$ cat src/rtl/spike_aer_tx_if.sv
// AER link bundle: 4-phase req/ack handshake carrying an event address and
// optional timestamp. The transmitter is the master, the off-tile receiver the slave.
interface spike_aer_tx_if #(
  parameter int ADDR_W = 3,
  parameter int TS_W   = 8
);
  logic              aer_req;
  logic [ADDR_W-1:0] aer_addr;
  logic [TS_W-1:0]   aer_ts;
  logic              aer_ack;

  modport master (output aer_req, output aer_addr, output aer_ts, input aer_ack);
  modport slave  (input aer_req, input aer_addr, input aer_ts, output aer_ack);
endinterface

$ cat src/rtl/spike_aer_tx.sv
// AER transmitter: buffers spike lanes as pending events and serialises them,
// round-robin, over a 4-phase req/ack link. Optional timestamping: AER_TIMESTAMP_EN.
module spike_aer_tx #(
  parameter int N_NEURONS = 8,
  parameter int ADDR_W    = $clog2(N_NEURONS),
  parameter int TS_W      = 8
) (
  input  logic                 clk,
  input  logic                 rst_n,
  input  logic [N_NEURONS-1:0] spike_in,
  input  logic                 spike_valid,
  spike_aer_tx_if.master       aer,
  output logic [N_NEURONS-1:0] pending,
  output logic                 overflow,
  output logic                 busy
);

  typedef enum logic [1:0] {IDLE, REQ, RELEASE} state_t;

  state_t              state, state_nxt;
  logic                req_r, req_nxt;
  logic [ADDR_W-1:0]   addr_r, addr_nxt;
  logic [ADDR_W-1:0]   last_addr, last_nxt;
  logic [ADDR_W-1:0]   pick;
  logic [N_NEURONS-1:0] spike_m, clr_mask, pend_nxt;
  logic                ovf_hit;

  // First requesting lane strictly after 'last', wrapping; lane count is a power of 2
  function automatic logic [ADDR_W-1:0] rr_pick(input logic [N_NEURONS-1:0] req,
                                                input logic [ADDR_W-1:0]    last);
    logic [ADDR_W-1:0] idx;
    logic              found;
    rr_pick = last;
    found   = 1'b0;
    for (int k = 1; k <= N_NEURONS; k++) begin
      idx = last + ADDR_W'(k);
      if (!found && req[idx]) begin
        rr_pick = idx;
        found   = 1'b1;
      end
    end
  endfunction

  assign pick = rr_pick(pending, last_addr);

  // A lane granted and acknowledged this edge may be re-armed by a coincident spike
  always_comb begin
    spike_m  = spike_valid ? spike_in : '0;
    clr_mask = '0;
    if (state == REQ && aer.aer_ack)
      clr_mask[addr_r] = 1'b1;
    pend_nxt = (pending & ~clr_mask) | spike_m;
    ovf_hit  = |(spike_m & pending & ~clr_mask);
  end

  always_comb begin
    state_nxt = state;
    req_nxt   = req_r;
    addr_nxt  = addr_r;
    last_nxt  = last_addr;
    case (state)
      IDLE: begin
        if ((|pending) && !aer.aer_ack) begin
          state_nxt = REQ;
          req_nxt   = 1'b1;
          addr_nxt  = pick;
          last_nxt  = pick;
        end
      end
      REQ: begin
        if (aer.aer_ack) begin
          state_nxt = RELEASE;
          req_nxt   = 1'b0;
        end
      end
      RELEASE: begin
        if (!aer.aer_ack)
          state_nxt = IDLE;
      end
      default: begin
        state_nxt = IDLE;
        req_nxt   = 1'b0;
      end
    endcase
  end

  always_ff @(posedge clk) begin
    if (!rst_n) begin
      state     <= IDLE;
      req_r     <= 1'b0;
      addr_r    <= '0;
      last_addr <= ADDR_W'(N_NEURONS - 1);
      pending   <= '0;
      overflow  <= 1'b0;
    end else begin
      state     <= state_nxt;
      req_r     <= req_nxt;
      addr_r    <= addr_nxt;
      last_addr <= last_nxt;
      pending   <= pend_nxt;
      overflow  <= overflow | ovf_hit;
    end
  end

`ifdef AER_TIMESTAMP_EN
  logic [TS_W-1:0] ts_cnt;
  logic [TS_W-1:0] ts_r;

  // Timestamp captures the free-running count at the moment the request is launched
  always_ff @(posedge clk) begin
    if (!rst_n) begin
      ts_cnt <= '0;
      ts_r   <= '0;
    end else begin
      ts_cnt <= ts_cnt + 1'b1;
      if (state == IDLE && state_nxt == REQ)
        ts_r <= ts_cnt;
    end
  end

  assign aer.aer_ts = ts_r;
`else
  assign aer.aer_ts = '0;
`endif

  assign aer.aer_req  = req_r;
  assign aer.aer_addr = addr_r;
  assign busy         = (state != IDLE);

endmodule
$ cat src/flat_wrapper.sv
// flat-port wrapper written by rule: the top's interface ports become plain ports
module spike_aer_tx_flat 
#(
  parameter int N_NEURONS = 8,
  parameter int ADDR_W    = $clog2(N_NEURONS),
  parameter int TS_W      = 8
)
  (clk, rst_n, spike_in, spike_valid, pending, overflow, busy, aer_aer_req, aer_aer_addr, aer_aer_ts, aer_aer_ack);
  spike_aer_tx_if #(.ADDR_W(ADDR_W), .TS_W(TS_W)) aer_i ();
  input  logic clk;
  input  logic rst_n;
  input  logic [N_NEURONS-1:0] spike_in;
  input  logic spike_valid;
  output logic [N_NEURONS-1:0] pending;
  output logic overflow;
  output logic busy;
  output wire logic [$bits(aer_i.aer_req)-1:0] aer_aer_req;
  output wire logic [$bits(aer_i.aer_addr)-1:0] aer_aer_addr;
  output wire logic [$bits(aer_i.aer_ts)-1:0] aer_aer_ts;
  input wire logic [$bits(aer_i.aer_ack)-1:0] aer_aer_ack;
  assign aer_aer_req = aer_i.aer_req;
  assign aer_aer_addr = aer_i.aer_addr;
  assign aer_aer_ts = aer_i.aer_ts;
  assign aer_i.aer_ack = aer_aer_ack;
  spike_aer_tx #(.N_NEURONS(N_NEURONS), .ADDR_W(ADDR_W), .TS_W(TS_W)) u_core (.clk(clk), .rst_n(rst_n), .spike_in(spike_in), .spike_valid(spike_valid), .aer(aer_i), .pending(pending), .overflow(overflow), .busy(busy));
endmodule
$ cat config.mk
export PLATFORM = sky130hd
export DESIGN_NAME = spike_aer_tx_flat
export DESIGN_NICKNAME = d
export VERILOG_FILES = /design/src/rtl/spike_aer_tx_if.sv /design/src/rtl/spike_aer_tx.sv /design/src/flat_wrapper.sv
export SDC_FILE = /design/constraint.sdc
export NUM_CORES = 1
export LEC_CHECK = 0
export ABC_AREA = 1
export CAP_MARGIN = 10
export CELL_PAD_IN_SITES_DETAIL_PLACEMENT = 1
export CELL_PAD_IN_SITES_GLOBAL_PLACEMENT = 1
export CORE_ASPECT_RATIO = 1.75
export CORE_MARGIN = 10
export CORE_UTILIZATION = 36
export DETAILED_ROUTE_END_ITERATION = 6
export GPL_ROUTABILITY_DRIVEN = 0
export PLACE_DENSITY = 0.81
export SYNTH_ARGS = -nofsm -noshare
export SYNTH_HDL_FRONTEND = slang
export SYNTH_SLANG_ARGS = --single-unit
$ cat constraint.sdc
create_clock -name clk -period 2.63 [get_ports clk]
set_input_delay 0.3945 -clock clk [delete_from_list [all_inputs] [get_ports clk]]
set_output_delay 0.3945 -clock clk [all_outputs]
set_load 0.02 [all_outputs]
==> impl_metrics.tcl <==
set metrics [dict create \
    avgViaCountPerCell 5.33 \
    syn_area_um2 1580 \
    syn_avg_cell_area_um2 6.94 \
    irDropWorstVdd_uv 608 \
    grt_pass1_vias 1878 \
    place_ws_ns 0.217 \
    p_total_mw 1.89 \
    io-pin-count 34 \
    synth.largest_area_cell "dfxtp_1" \
    status "finished clean" \
    reg2reg_from "u_core.last_addr[1]" \
    setup_violations 0 \
    cts_tree "yes" \
    htreeDepth 1 \
    fmax_mhz 425 \
    grt_first_pass_wirelength_um 8740 \
    via_count 1603 \
    antenna_found_initial 0 \
    tightest_slew_ns 0.525 \
    postCtsSetupBuffers 0 \
    cts_hold_buffers 0 \
    drcViolationCount 0 \
    cts_buffers 3 \
    power.leakage_nw 0.870 \
    multi_input_area_um2 1030 \
    wl_per_cell_um 16.4 \
    grt_max_degree 16 \
    finalCritPeriodShare 0.894 \
    relSlewSlack 0.650 \
    worstSetupStartpoint "u_core.last_addr[1]" \
    final_nets 267 \
    ys_seq_area_frac 0.228 \
    clk_pin_slew_worst_paths_ns 0.07 \
    cts_resized 0 \
    drt-pass1-iter-count 4 \
    synth-seq-cells 18 \
    hp-start "u_core.aer.aer_req" \
    syn_inst 228 \
    register_area_um2 360 \
    ys_warn_count 0 \
    core-area_um2 4190 \
    endpoint_kind "flip-flop" \
    finalWorstSetupSlack_ns 0.280 \
    num_rows 31 \
    synth_cell_types 38 \
    die_h_um 108 \
    floorplan.initialDensity 0.378 \
    drt_iter0_markers 45 \
    wl_um 4930 \
    drive_gt1_frac 0.194 \
    clock_path_buffers 2 \
    min_path_type "flip-flop to flip-flop" \
    required_ns 2.75 \
    cp_max_fo 8 \
    clock_tree.root_cell "clkbuf_8" \
    nFillCells 551 \
    ant_nets 0 \
    portBuffers 25 \
    finalHoldViolations 0 \
    crit_type "flip-flop to flip-flop" \
    p_per_area_nw_per_um2 1000 \
    synth_top_area_frac 0.228 \
    overflow 0 \
    hold_ws_ns 0.470 \
    period_needed_ns 2.35 \
    fin_skew_ns 0.00277 \
    track_usage 0.137 \
    die-area_um2 7550 \
    grt_setup_unrepaired "no" \
    final_max_slew_viol_count 0 \
    cp.arrival_ns 2.47 \
    fp.dieW_um 70.1 \
    clkSinkCount 18 \
    setup_tns_ns 0 \
    clkLatencyLatePin_ns 0.25 \
    maxCapViolCount 0 \
    hpwlAfterDp_um 4160 \
    cp-start-kind "flip-flop" \
    n_antenna_cell 0 \
    synth_area_leaders "dfxtp_1 (23%), nand2_1 (12%), nand3_1 (10%), nand3_2 (9.5%), nand2_4 (5.0%)" \
    area_growth_pct 19.1 \
]
[state kept, by name (all words and copies together) (netlist names)]
| signal | count |
|---|---|
| u_core.pending | 8 |
| u_core.aer.aer_addr | 3 |
| u_core.last_addr | 3 |
| u_core.state | 2 |
| u_core.aer.aer_req | 1 |
| u_core.overflow | 1 |
[metrics by stage]
step	util	std cells	area, um2
6_report	0.450	301	1880
5_1_grt	0.450	301	1880
4_1_cts	0.449	301	1880
3_5_place_dp	0.436	297	1830
3_3_place_gp	0.436	297	1830
2_1_floorplan	-	235	1610
[worst max-delay path, cell delays in order (launching register included)]
cell and delay [ns]:
dfxtp_1 0.39, inv_4 0.07, ha_2 0.44, inv_2 0.10, nand3_1 0.13, nand3_2 0.10, nand2_2 0.13, inv_2 0.06
nand4_2 0.08, inv_2 0.06, nand3_2 0.09, clkinv_1 0.16, nand2_1 0.16, nand2_1 0.08, nand2_1 0.11, a21oi_2 0.06
[area by class of cell]
| class | count | area share |
|---|---|---|
| Tap cell | 49 | 0.0326 |
| Timing Repair Buffer | 28 | 0.145 |
| Clock buffer | 4 | 0.0292 |
| Multi-Input combinational cell | 177 | 0.549 |
| Sequential cell | 18 | 0.191 |
| Inverter | 25 | 0.0525 |
[placed cells by master, fill, tap and decap left out, drive strengths merged]
cell / netlist / final
dfxtp: 18 / 18
o41ai: 2 / 2
a21oi: 16 / 16
o21ai: 10 / 10
o211ai: 2 / 2
conb: 1 / 8
inv: 24 / 24
xor2: 1 / 1
o22ai: 2 / 2
nand2: 64 / 64
xnor2: 2 / 2
nand3b: 1 / 1
nor4: 1 / 1
clkdlybuf4s50: 0 / 25
nor3: 3 / 3
ha: 2 / 2
nand3: 47 / 47
nand4: 5 / 5
o21bai: 1 / 1
a2111oi: 1 / 1
nor2: 8 / 8
and3: 1 / 1
clkbuf: 1 / 4
clkinv: 1 / 1
buf: 14 / 3
[cell usage after synthesis]
library cell / number
o21ai_0: 8
nand4_1: 3
xor2_1: 1
buf_2: 2
nor2_8: 1
o41ai_1: 2
nand3_1: 32
clkbuf_1: 1
inv_1: 17
clkinv_1: 1
a21oi_1: 14
nand4_2: 2
buf_4: 9
inv_2: 5
nor4_1: 1
inv_4: 2
nand2_2: 5
nand2_4: 7
buf_12: 1
nand3_2: 15
o22ai_1: 2
ha_1: 2
buf_1: 1
nor2_1: 7
o211ai_1: 2
o21ai_1: 2
dfxtp_1: 18
nand2_1: 52
buf_6: 1
xnor2_1: 1
o21bai_2: 1
nand3b_1: 1
a2111oi_0: 1
nor3_1: 3
conb_1: 1
a21oi_2: 2
and3_1: 1
xnor2_2: 1
[logic make-up (layout without fill, tap and decap cells)]
group,count (synthesis),after routing,synth area share
other,1,8,0.00237
AOI/OAI and AO/OA,34,34,0.128
and+or+nand+nor,130,130,0.468
DFF,18,18,0.228
buffers and inverters,40,57,0.136
adders and majority gates,2,2,0.0158
xor gates and xnor gates,3,3,0.0214
[power breakdown]
part / total, mW / internal (mW) / switching (mW)
logic: 1.27 / 0.457 / 0.809
registers: 0.392 / 0.318 / 0.0745
clock network: 0.229 / 0.133 / 0.0962
[final timing paths]
| check | endpoint | slack (ns) | cells past startpoint |
|---|---|---|---|
| worst max-delay path | u_core.aer.aer_addr[1] | 0.28 | 15 |
| worst min-delay path | u_core.aer.aer_req | 0.47 | 2 |
| worst max register to register | u_core.aer.aer_addr[1] | 0.28 | 15 |
| worst min register to register | u_core.aer.aer_req | 0.47 | 2 |
[per-layer routing]
metal | vias to the layer above | global-route usage | wire length, um
li1 | 798 | - | -
met1 | 764 | 0.124 | 1770
met2 | 29 | 0.274 | 2790
met3 | 12 | 0.0268 | 170
met4 | 0 | 0.0737 | 195
met5 | - | 0 | 0
Note: power is estimated with default switching activity, not from simulation.
